[src/rtl/gf_seq_pkg.sv]
// Shared definitions for the GF(2^m) op sequencer: opcodes, op-word layout,
// FSM states and the opcode-to-interrupt mapping.
package gf_seq_pkg;

   localparam logic [3:0] OpNop  = 4'h0;
   localparam logic [3:0] OpMul  = 4'h1;
   localparam logic [3:0] OpSqr  = 4'h2;
   localparam logic [3:0] OpRed  = 4'h4;
   localparam logic [3:0] OpXor  = 4'h5;
   localparam logic [3:0] OpSwap = 4'h6;
   localparam logic [3:0] OpInv  = 4'h7;
   localparam logic [3:0] OpHalt = 4'hF;

   // Bit positions inside the 5-bit interrupt vector {xor, swap, red, sqr, mul}
   localparam int unsigned IrqMul  = 0;
   localparam int unsigned IrqSqr  = 1;
   localparam int unsigned IrqRed  = 2;
   localparam int unsigned IrqSwap = 3;
   localparam int unsigned IrqXor  = 4;

   // 16-bit op word as stored in the program RAM
   typedef struct packed {
      logic [3:0] opc;
      logic [2:0] start;
      logic [2:0] write;
      logic [1:0] chunks;
      logic       sel_cd;
      logic       sel_ab;
      logic [1:0] rsvd;
   } op_word_t;

   typedef enum logic [2:0] {
      StIdle,
      StFetch,
      StDecode,
      StIssue,
      StWait,
      StGap,
      StDone,
      StErr
   } seq_state_e;

   // Opcodes that are handed to the datapath and then waited on
   function automatic logic op_is_issuable(input logic [3:0] opc);
      case (opc)
         OpMul, OpSqr, OpRed, OpXor, OpSwap, OpInv: return 1'b1;
         default:                                   return 1'b0;
      endcase
   endfunction

   // Which completion interrupt belongs to an opcode; INV runs on the multiplier
   function automatic logic [4:0] irq_mask(input logic [3:0] opc);
      logic [4:0] m;
      m = '0;
      case (opc)
         OpMul, OpInv: m[IrqMul]  = 1'b1;
         OpSqr:        m[IrqSqr]  = 1'b1;
         OpRed:        m[IrqRed]  = 1'b1;
         OpXor:        m[IrqXor]  = 1'b1;
         OpSwap:       m[IrqSwap] = 1'b1;
         default:      m          = '0;
      endcase
      return m;
   endfunction

endpackage

[src/rtl/gf_seq_prog_ram.sv]
// Program store: DEPTH x 16 bits, one write port, one registered read port.
// Contents are deliberately not reset so a program survives rst_n.
module gf_seq_prog_ram #(
   parameter int unsigned DEPTH = 16,
   parameter int unsigned AW    = $clog2(DEPTH)
) (
   input  logic          clk,
   input  logic          we,
   input  logic [AW-1:0] waddr,
   input  logic [15:0]   wdata,
   input  logic          re,
   input  logic [AW-1:0] raddr,
   output logic [15:0]   rdata
);

   logic [15:0] mem [DEPTH];

   // Write port and registered read port
   always_ff @(posedge clk) begin
      if (we) begin
         mem[waddr] <= wdata;
      end
      if (re) begin
         rdata <= mem[raddr];
      end
   end

endmodule

[src/rtl/gf_op_sequencer.sv]
// Command initiator for the GF(2^m) datapath. Steps a host-loaded program of
// op words, drives b_command and the op fields, and waits for the matching
// completion interrupt before moving on.
module gf_op_sequencer
   import gf_seq_pkg::*;
#(
   parameter int unsigned DEPTH   = 16,
   parameter int unsigned TIMEOUT = 4096,
   localparam int unsigned PCW    = $clog2(DEPTH)
) (
   input  logic           clk,
   input  logic           rst_n,
   input  logic           prog_we,
   input  logic [PCW-1:0] prog_addr,
   input  logic [15:0]    prog_wdata,
   input  logic           start,
   output logic           busy,
   output logic           done,
   output logic           error,
   output logic [PCW-1:0] err_pc,
   output logic [3:0]     b_command,
   output logic [2:0]     start_addr,
   output logic [2:0]     write_addr,
   output logic [1:0]     numbr_of_chunk,
   output logic           select_Ram_C_Or_D,
   output logic           select_Ram_A_Or_B,
   output logic           cmd_inv,
   input  logic           interupt_mul,
   input  logic           interupt_sqr,
   input  logic           interupt_red,
   input  logic           interupt_swap,
   input  logic           interupt_Xor
);

   // Timeout counter keeps at least one bit so TIMEOUT=0 still elaborates
   localparam int unsigned    TW      = (TIMEOUT > 0) ? $clog2(TIMEOUT + 1) : 1;
   localparam logic [TW-1:0]  TmoLast = TW'(TIMEOUT - 1);
   localparam logic [TW-1:0]  TmoMax  = '1;
   localparam logic [PCW-1:0] PcLast  = PCW'(DEPTH - 1);

   seq_state_e     state_q, state_d;
   logic [PCW-1:0] pc_q, pc_d;
   logic [TW-1:0]  tmo_q, tmo_d;
   logic [PCW-1:0] err_pc_q, err_pc_d;
   logic [3:0]     cmd_q, cmd_d;
   logic [2:0]     start_addr_q, start_addr_d;
   logic [2:0]     write_addr_q, write_addr_d;
   logic [1:0]     chunk_q, chunk_d;
   logic           sel_cd_q, sel_cd_d;
   logic           sel_ab_q, sel_ab_d;
   logic           inv_q, inv_d;

   logic           ram_we;
   logic           ram_re;
   logic [15:0]    ram_rdata;
   op_word_t       op;
   logic [4:0]     irq_vec;
   logic [4:0]     mask;
   logic           irq_match;
   logic           irq_other;
   logic           host_owns;
   logic           unused_rsvd;

   // Host may only touch the store while no program is running
   assign host_owns = (state_q == StIdle) || (state_q == StDone) || (state_q == StErr);
   assign ram_we    = prog_we && host_owns;

   gf_seq_prog_ram #(
      .DEPTH (DEPTH),
      .AW    (PCW)
   ) u_prog_ram (
      .clk   (clk),
      .we    (ram_we),
      .waddr (prog_addr),
      .wdata (prog_wdata),
      .re    (ram_re),
      .raddr (pc_q),
      .rdata (ram_rdata)
   );

   assign op          = op_word_t'(ram_rdata);
   assign unused_rsvd = ^op.rsvd;

   // Split interrupts into the one owed by the op in flight and all the others
   always_comb begin
      irq_vec   = '0;
      irq_vec[IrqMul]  = interupt_mul;
      irq_vec[IrqSqr]  = interupt_sqr;
      irq_vec[IrqRed]  = interupt_red;
      irq_vec[IrqSwap] = interupt_swap;
      irq_vec[IrqXor]  = interupt_Xor;
      mask      = irq_mask(cmd_q);
      irq_match = |(irq_vec & mask);
      irq_other = |(irq_vec & ~mask);
   end

   // Next-state logic for the FSM, PC, timeout and output registers
   always_comb begin
      state_d      = state_q;
      pc_d         = pc_q;
      tmo_d        = tmo_q;
      err_pc_d     = err_pc_q;
      cmd_d        = cmd_q;
      start_addr_d = start_addr_q;
      write_addr_d = write_addr_q;
      chunk_d      = chunk_q;
      sel_cd_d     = sel_cd_q;
      sel_ab_d     = sel_ab_q;
      inv_d        = inv_q;
      ram_re       = 1'b0;

      unique case (state_q)
         StIdle, StDone, StErr: begin
            if (start) begin
               state_d = StFetch;
               pc_d    = '0;
            end else if (state_q == StDone) begin
               state_d = StIdle;
            end
         end
         StFetch: begin
            ram_re  = 1'b1;
            state_d = StDecode;
         end
         StDecode: begin
            if (op.opc == OpNop) begin
               pc_d    = pc_q + PCW'(1);
               state_d = (pc_q == PcLast) ? StDone : StFetch;
            end else if (op.opc == OpHalt) begin
               state_d = StDone;
            end else if (op_is_issuable(op.opc)) begin
               state_d      = StIssue;
               cmd_d        = op.opc;
               start_addr_d = op.start;
               write_addr_d = op.write;
               chunk_d      = op.chunks;
               sel_cd_d     = op.sel_cd;
               sel_ab_d     = op.sel_ab;
               inv_d        = (op.opc == OpInv);
            end else begin
               state_d  = StErr;
               err_pc_d = pc_q;
            end
         end
         StIssue: begin
            tmo_d   = '0;
            state_d = StWait;
         end
         StWait: begin
            // A stray interrupt wins over a simultaneous matching one
            if (irq_other) begin
               state_d  = StErr;
               err_pc_d = pc_q;
               cmd_d    = '0;
               inv_d    = 1'b0;
            end else if (irq_match) begin
               state_d = StGap;
               cmd_d   = '0;
               inv_d   = 1'b0;
            end else if ((TIMEOUT != 0) && (tmo_q == TmoLast)) begin
               state_d  = StErr;
               err_pc_d = pc_q;
               cmd_d    = '0;
               inv_d    = 1'b0;
            end else if (tmo_q != TmoMax) begin
               tmo_d = tmo_q + TW'(1);
            end
         end
         StGap: begin
            pc_d    = pc_q + PCW'(1);
            state_d = (pc_q == PcLast) ? StDone : StFetch;
         end
         default: begin
            state_d = StIdle;
         end
      endcase
   end

   // State and output registers, synchronous active-low reset
   always_ff @(posedge clk) begin
      if (!rst_n) begin
         state_q      <= StIdle;
         pc_q         <= '0;
         tmo_q        <= '0;
         err_pc_q     <= '0;
         cmd_q        <= '0;
         start_addr_q <= '0;
         write_addr_q <= '0;
         chunk_q      <= '0;
         sel_cd_q     <= 1'b0;
         sel_ab_q     <= 1'b0;
         inv_q        <= 1'b0;
      end else begin
         state_q      <= state_d;
         pc_q         <= pc_d;
         tmo_q        <= tmo_d;
         err_pc_q     <= err_pc_d;
         cmd_q        <= cmd_d;
         start_addr_q <= start_addr_d;
         write_addr_q <= write_addr_d;
         chunk_q      <= chunk_d;
         sel_cd_q     <= sel_cd_d;
         sel_ab_q     <= sel_ab_d;
         inv_q        <= inv_d;
      end
   end

   assign busy              = !host_owns;
   assign done              = (state_q == StDone);
   assign error             = (state_q == StErr);
   assign err_pc            = err_pc_q;
   assign b_command         = cmd_q;
   assign start_addr        = start_addr_q;
   assign write_addr        = write_addr_q;
   assign numbr_of_chunk    = chunk_q;
   assign select_Ram_C_Or_D = sel_cd_q;
   assign select_Ram_A_Or_B = sel_ab_q;
   assign cmd_inv           = inv_q;

endmodule

[config.mk]
export PLATFORM = sky130hd
export DESIGN_NAME = gf_op_sequencer
export DESIGN_NICKNAME = d
export VERILOG_FILES = /design/src/rtl/gf_seq_pkg.sv /design/src/rtl/gf_seq_prog_ram.sv /design/src/rtl/gf_op_sequencer.sv
export SDC_FILE = /design/constraint.sdc
export NUM_CORES = 1
export LEC_CHECK = 0
export CAP_MARGIN = 20
export CORE_ASPECT_RATIO = 1.5
export CORE_UTILIZATION = 56
export CTS_BUF_LIST = sky130_fd_sc_hd__clkbuf_16
export DETAILED_ROUTE_END_ITERATION = 16
export PLACE_DENSITY = 0.83
export SYNTH_ARGS = -nofsm -noshare
export SYNTH_HDL_FRONTEND = slang
export SYNTH_SLANG_ARGS = --single-unit
[constraint.sdc]
create_clock -name clk -period 6.7 [get_ports clk]
set_input_delay 0.67 -clock clk [delete_from_list [all_inputs] [get_ports clk]]
set_output_delay 0.67 -clock clk [all_outputs]
set_load 0.05 [all_outputs]
==> flow_summary.ini, run 1 <==
[sta]
skew_ns = 0.0108
slew_headroom_pct = 25.2
max_slew.worst_pin.slew_ns = 1.12
timing.fmax_ghz = 0.302
post-route-min-period_ns = 3.31
post-route-period-util_pct = 49.4
rsz0062_at_grt = no
fin_tns_setup_ns = 0
report.final.slew_viol_count = 0
hold_viol = 0
hold_slack_ns = 0.504
final-setup-viol-count = 0

[global_routing]
grt_max_degree = 44
use_met2_pct = 41.3
use_met3_pct = 4.15
grt_pass1_wl_um = 34400
busiest_layer = met2
antenna_found_initial = 0
track_usage_pct = 23.6
grtUsageMet1_pct = 28.8
grt_overflow = 0
grt_pass1_vias = 6176

[synthesis]
synth.largest_area_cell = edfxtp_1
async_reset_ff_share_pct = 0
seq_area_frac_synth_pct = 71.4
synth_area_leaders = edfxtp_1, mux4_2, dfxtp_1
synth_cell_types = 52
netlist.area_leader.share_pct = 64.3
synthCells = 617
syn-num-nets = 649
syn-cell-area_um2 = 11100
synthFlopType = edfxtp_1
synth-edff-count = 238
avgSynthCellArea_um2 = 18.0
synth-seq-cells = 277
yosys_warnings = 0

[floorplanning]
initial_core_util_pct = 57.5
pin_count = 51
rows = 62
die-area_um2 = 20400
coreArea_um2 = 19300
die_x_um = 117
die-height_um = 175

[placed_design]
hpwl_um = 13800
gp_congestion = 0.891
port-buffer-count = 48
placed_cells = 896

[worst_setup_path]
worstPathMaxFanout = 12
worstPathArrival_ns = 2.64
crit_path_start_kind = flop
worstSetupPathType = reg -> out
cp-end-kind = output pin
crit_required_ns = 6.03

[route]
dr.pass1.iters = 5
vias = 5957
drt-initial-drc-count = 539
ant_nets = 0
vias_per_cell = 6.32
avgRoutedWirePerCell_um = 24.1
routed_wl_um = 22800
drcViolationCount = 0

[clock_tree]
cts.sinks = 277
cts_tree = done
cts_setup_buffers = 0
cts_made_buffers = 25
clk_latency_ns = 0.52
cts_root_buf = clkbuf_16
htreeDepth = 1
path_clk_slew_ns = 0.07
cts_buffer_depth = 3
postCtsHoldBufs = 0
cts_repair_resize_count = 0

[run_status]
outcome = finished clean

[cells_and_area]
utilization_pct = 65.9
drive_gt1_share_pct = 20.7
fin_nets = 701
insertedDiodeCount = 0
mostFrequentLayoutCell = edfxtp_1
fill_cells = 1178
fin_cells = 943
layout_common_cells = edfxtp_1, mux4_2, clkdlybuf4s50_1
area_growth_pct = 14.5

[power]
power.density_nw_per_um2 = 275
max-vdd-ir-drop_mv = 0.164
leakage_nw = 3.96

[job]
cap_violations = 0

[hold_path]
hold_class = reg -> reg
[through the flow]
stage / area (um2) / total power, mW / setup WS (ns)
global placement: 11900 / 2.16 / 3.36
floorplan: 11100 / 2.09 / 3.60
detailed placement: 11900 / 2.17 / 3.16
finish: 12700 / 3.50 / 3.39
global route: 12700 / 3.59 / 3.25
CTS: 12700 / 3.51 / 3.41
[worst max-delay path: stages, from the launching register on]
cell,delay (ns)
dfxtp_1,0.58
clkinv_1,0.36
nor3_1,0.33
clkdlybuf4s50_1,0.85
[cells in the mapped netlist (all sizes together) (2+ instances only)]
cell	n
buf	8
o22ai	5
and4	2
clkbuf	25
mux4	70
or3b	5
o31ai	10
and2	8
nand2	20
and3	4
mux2i	16
a21boi	3
o21a	2
o22a	2
nand2b	10
nor2	29
or3	4
o21ai	11
nor2b	14
nor3	9
ha	3
edfxtp	238
a21oi	23
o221ai	2
or4	11
inv	7
dfxtp	39
nand3	10
nor4	2
a211oi	4
nand4	3
[routing by layer]
| layer | up-vias | wire (um) |
|---|---|---|
| met4 | 0 | 627 |
| met3 | 54 | 1400 |
| li1 | 2610 | - |
| met1 | 3038 | 8590 |
| met5 | - | 0 |
| met2 | 255 | 12200 |
[sequential cells by signal, summed over array words and instances, names as in the netlist]
name / cells
b_command: 4
cmd_inv: 1
err_pc: 4
numbr_of_chunk: 2
pc_q: 4
select_Ram_A_Or_B: 1
select_Ram_C_Or_D: 1
start_addr: 3
state_q: 3
tmo_q: 13
u_prog_ram.mem: 224
u_prog_ram.rdata: 14
write_addr: 3
[report_power, final]
part,internal [mW],switching [mW],leakage (nW)
logic,0.0777,0.129,1.11
registers,1.91,0.0221,2.47
clock network,0.759,0.600,0.387
[logic make-up after synthesis]
| kind of cell | count (synthesis) | synth area share, % |
|---|---|---|
| xor+xnor | 1 | 0.0789 |
| flops | 277 | 71.4 |
| fa+ha+maj | 3 | 0.338 |
| mux | 86 | 15.6 |
| simple gates | 137 | 6.80 |
| compound gates | 72 | 4.27 |
| buf+inv | 41 | 1.52 |
[cell type report]
cell class                 count  area [um2]  share of cell area [%]
sequential                   277        7930                    62.4
multi-input combinational    299        3090                    24.3
clock buffer                  25         626                    4.92
timing repair buffer          58         571                    4.48
tap                          256         320                    2.52
clock inverter                20         156                    1.23
inverter                       8        30.0                   0.236
[worst paths after layout]
path                                               startpoint                             end  slack [ns]  cells after the start
worst min-delay path            u_prog_ram.rdata[2]$_DFFE_PP_  select_Ram_A_Or_B$_SDFFE_PN0P_        0.50                      2
worst min register to register  u_prog_ram.rdata[2]$_DFFE_PP_  select_Ram_A_Or_B$_SDFFE_PN0P_        0.50                      2
worst max register to register      b_command[1]$_SDFFE_PN0P_           tmo_q[7]$_SDFFE_PN0P_        3.81                      6
worst max-delay path                  state_q[2]$_SDFFE_PN0P_                           error        3.39                      3
No activity file was read; power rests on OpenSTA's default activity.
==> inputs of run 2 (changes only) <==
--- a/config.mk
+++ b/config.mk
@@ -7,7 +7,7 @@
 export LEC_CHECK = 0
 export CAP_MARGIN = 20
 export CORE_ASPECT_RATIO = 1.5
-export CORE_UTILIZATION = 56
+export CORE_UTILIZATION = 54
 export CTS_BUF_LIST = sky130_fd_sc_hd__clkbuf_16
 export DETAILED_ROUTE_END_ITERATION = 16
 export PLACE_DENSITY = 0.83
==> constraint.sdc (replaced) <==
create_clock -name clk -period 2.85 [get_ports clk]
set_input_delay 0.285 -clock clk [delete_from_list [all_inputs] [get_ports clk]]
set_output_delay 0.285 -clock clk [all_outputs]
set_load 0.05 [all_outputs]
==> run 2 against run 1 <==
  * Wire length up 5.0%
  * Utilization fell by 1.7 points
  * Worst hold slack got worse by 0.0079 ns
  * Global-route usage is essentially flat
  * Largest cell class unchanged
==> flow_summary.ini, run 2 (synthesis results as in run 1) <==
[cells_and_area]
utilization_pct = 64.1
largest_register = u_prog_ram.mem
layout_common_cells = edfxtp_1, mux4_2, clkdlybuf4s50_1
drive_gt1_share_pct = 21.0
area_growth_pct = 15.1
reg_top3 = u_prog_ram.mem: 224 flops, u_prog_ram.rdata: 14 flops, tmo_q: 13 flops
fin_nets = 723
largest_reg_flops = 224
mostFrequentLayoutCell = edfxtp_1

[clock_tree]
cts.sinks = 277
htreeDepth = 1
postCtsHoldBufs = 0
path_clk_slew_ns = 0.07
cts_root_buf = clkbuf_16
cts_buffer_depth = 3
cts_tree = done
cts_made_buffers = 25
clk_latency_ns = 0.51

[floorplanning]
die-area_um2 = 21200
die-height_um = 178
coreArea_um2 = 19900
pin_count = 51
rows = 63
die_x_um = 119
initial_core_util_pct = 55.7

[route]
routed_wl_um = 23900
avgRoutedWirePerCell_um = 24.8
drt-initial-drc-count = 654
dr.pass1.iters = 5
ant_nets = 0
vias_per_cell = 6.34
drcViolationCount = 0
vias = 6118

[power]
power.density_nw_per_um2 = 629
leakage_nw = 4.09
total_power_mw = 8.04
max-vdd-ir-drop_mv = 0.509

[sta]
slew_headroom_pct = 34.0
timing.fmax_ghz = 0.375
report.final.slew_viol_count = 0
max_slew.worst_pin.slew_ns = 0.990
hold_slack_ns = 0.496
fin_tns_setup_ns = 0
skew_ns = 0.0121
rsz0062_at_grt = no
final-setup-viol-count = 0
post-route-period-util_pct = 93.7
hold_viol = 0
setup_ws_ns = 0.180
post-route-min-period_ns = 2.67

[placed_design]
gp_congestion = 0.909
hpwl_um = 14800
port-buffer-count = 48
dp_slack_ns = -0.0423

[worst_setup_path]
worstPathMaxFanout = 12
worstSetupPathType = reg -> out
worstPathArrival_ns = 2.38
cp-end-kind = output pin
crit_path_start_kind = flop
crit_required_ns = 2.57
rrSetupSlack_ns = 0.22

[global_routing]
grtUsageMet1_pct = 27.8
grt_overflow = 0
use_met2_pct = 43.5
busiest_layer = met2
use_met3_pct = 2.76
track_usage_pct = 23.6
grt_max_degree = 35
antenna_found_initial = 1
grt_pass1_wl_um = 36500
grt_pass1_vias = 6404

[job]
cap_violations = 0

[run_status]
outcome = finished clean

[hold_path]
hold_class = reg -> reg
run 2: cell types whose count changed in the layout (fill, tap and decap cells not counted), moves of 2 or more:
cell | before | now
buf_4 | 8 | 31
nor2_1 | 21 | 29
nor2_2 | 8 | 0
inv_1 | 10 | 15
clkinv_2 | 5 | 1
nor3_2 | 1 | 5
nor3_4 | 4 | 0
clkdlybuf4s50_1 | 48 | 45
buf_8 | 2 | 0
clkinv_4 | 2 | 0
dlymetal6s2s_1 | 0 | 2
run 2: power by group:
group | switching (mW) | total [mW] | internal, mW
clock network | 1.33 | 3.00 | 1.66
registers | 0.0557 | 4.54 | 4.49
logic | 0.301 | 0.499 | 0.198
total | 1.69 | 8.04 | 6.35
run 2: timing repair:
| item | CTS | global route |
|---|---|---|
| gates resized for setup | 1 | 3 |
| endpoints found under the setup margin | 1 | 3 |
| buffers inserted | 0 | 0 |
run 2: final timing paths:
path / start / end / depth (start not counted)
worst max-delay path: state_q[2]$_SDFFE_PN0P_ / error / 3
worst min register to register: tmo_q[12]$_SDFFE_PN0P_ / tmo_q[12]$_SDFFE_PN0P_ / 1
worst min-delay path: tmo_q[12]$_SDFFE_PN0P_ / tmo_q[12]$_SDFFE_PN0P_ / 1
worst max register to register: b_command[1]$_SDFFE_PN0P_ / tmo_q[11]$_SDFFE_PN0P_ / 6
run 2: final cells by class:
class | count | area, um2
inverter | 8 | 30.0
multi-input combinational | 299 | 3040
antenna | 1 | 2.50
fill | 1299 | 7160
timing repair buffer | 80 | 737
clock inverter | 15 | 91.3
sequential | 277 | 7930
tap | 260 | 325
clock buffer | 25 | 626
run 2: worst max-delay path, cell delays in order (launching register included):
cell	delay, ns
dfxtp_1	0.61
clkinv_1	0.36
nor3_1	0.34
dlygate4sd2_1	0.56
run 2: metrics by stage:
stage / std cells / cell area, um2
detailed placement: 924 / 12100
finish: 965 / 12800
global route: 965 / 12800
floorplan: 617 / 11100
global placement: 924 / 12100
CTS: 964 / 12800
run 2: routing by layer:
metal	vias to the layer above	share of wire, %
li1	2647	-
met1	3129	37
met2	271	54
met3	71	5.0
met4	0	3.7
met5	-	0
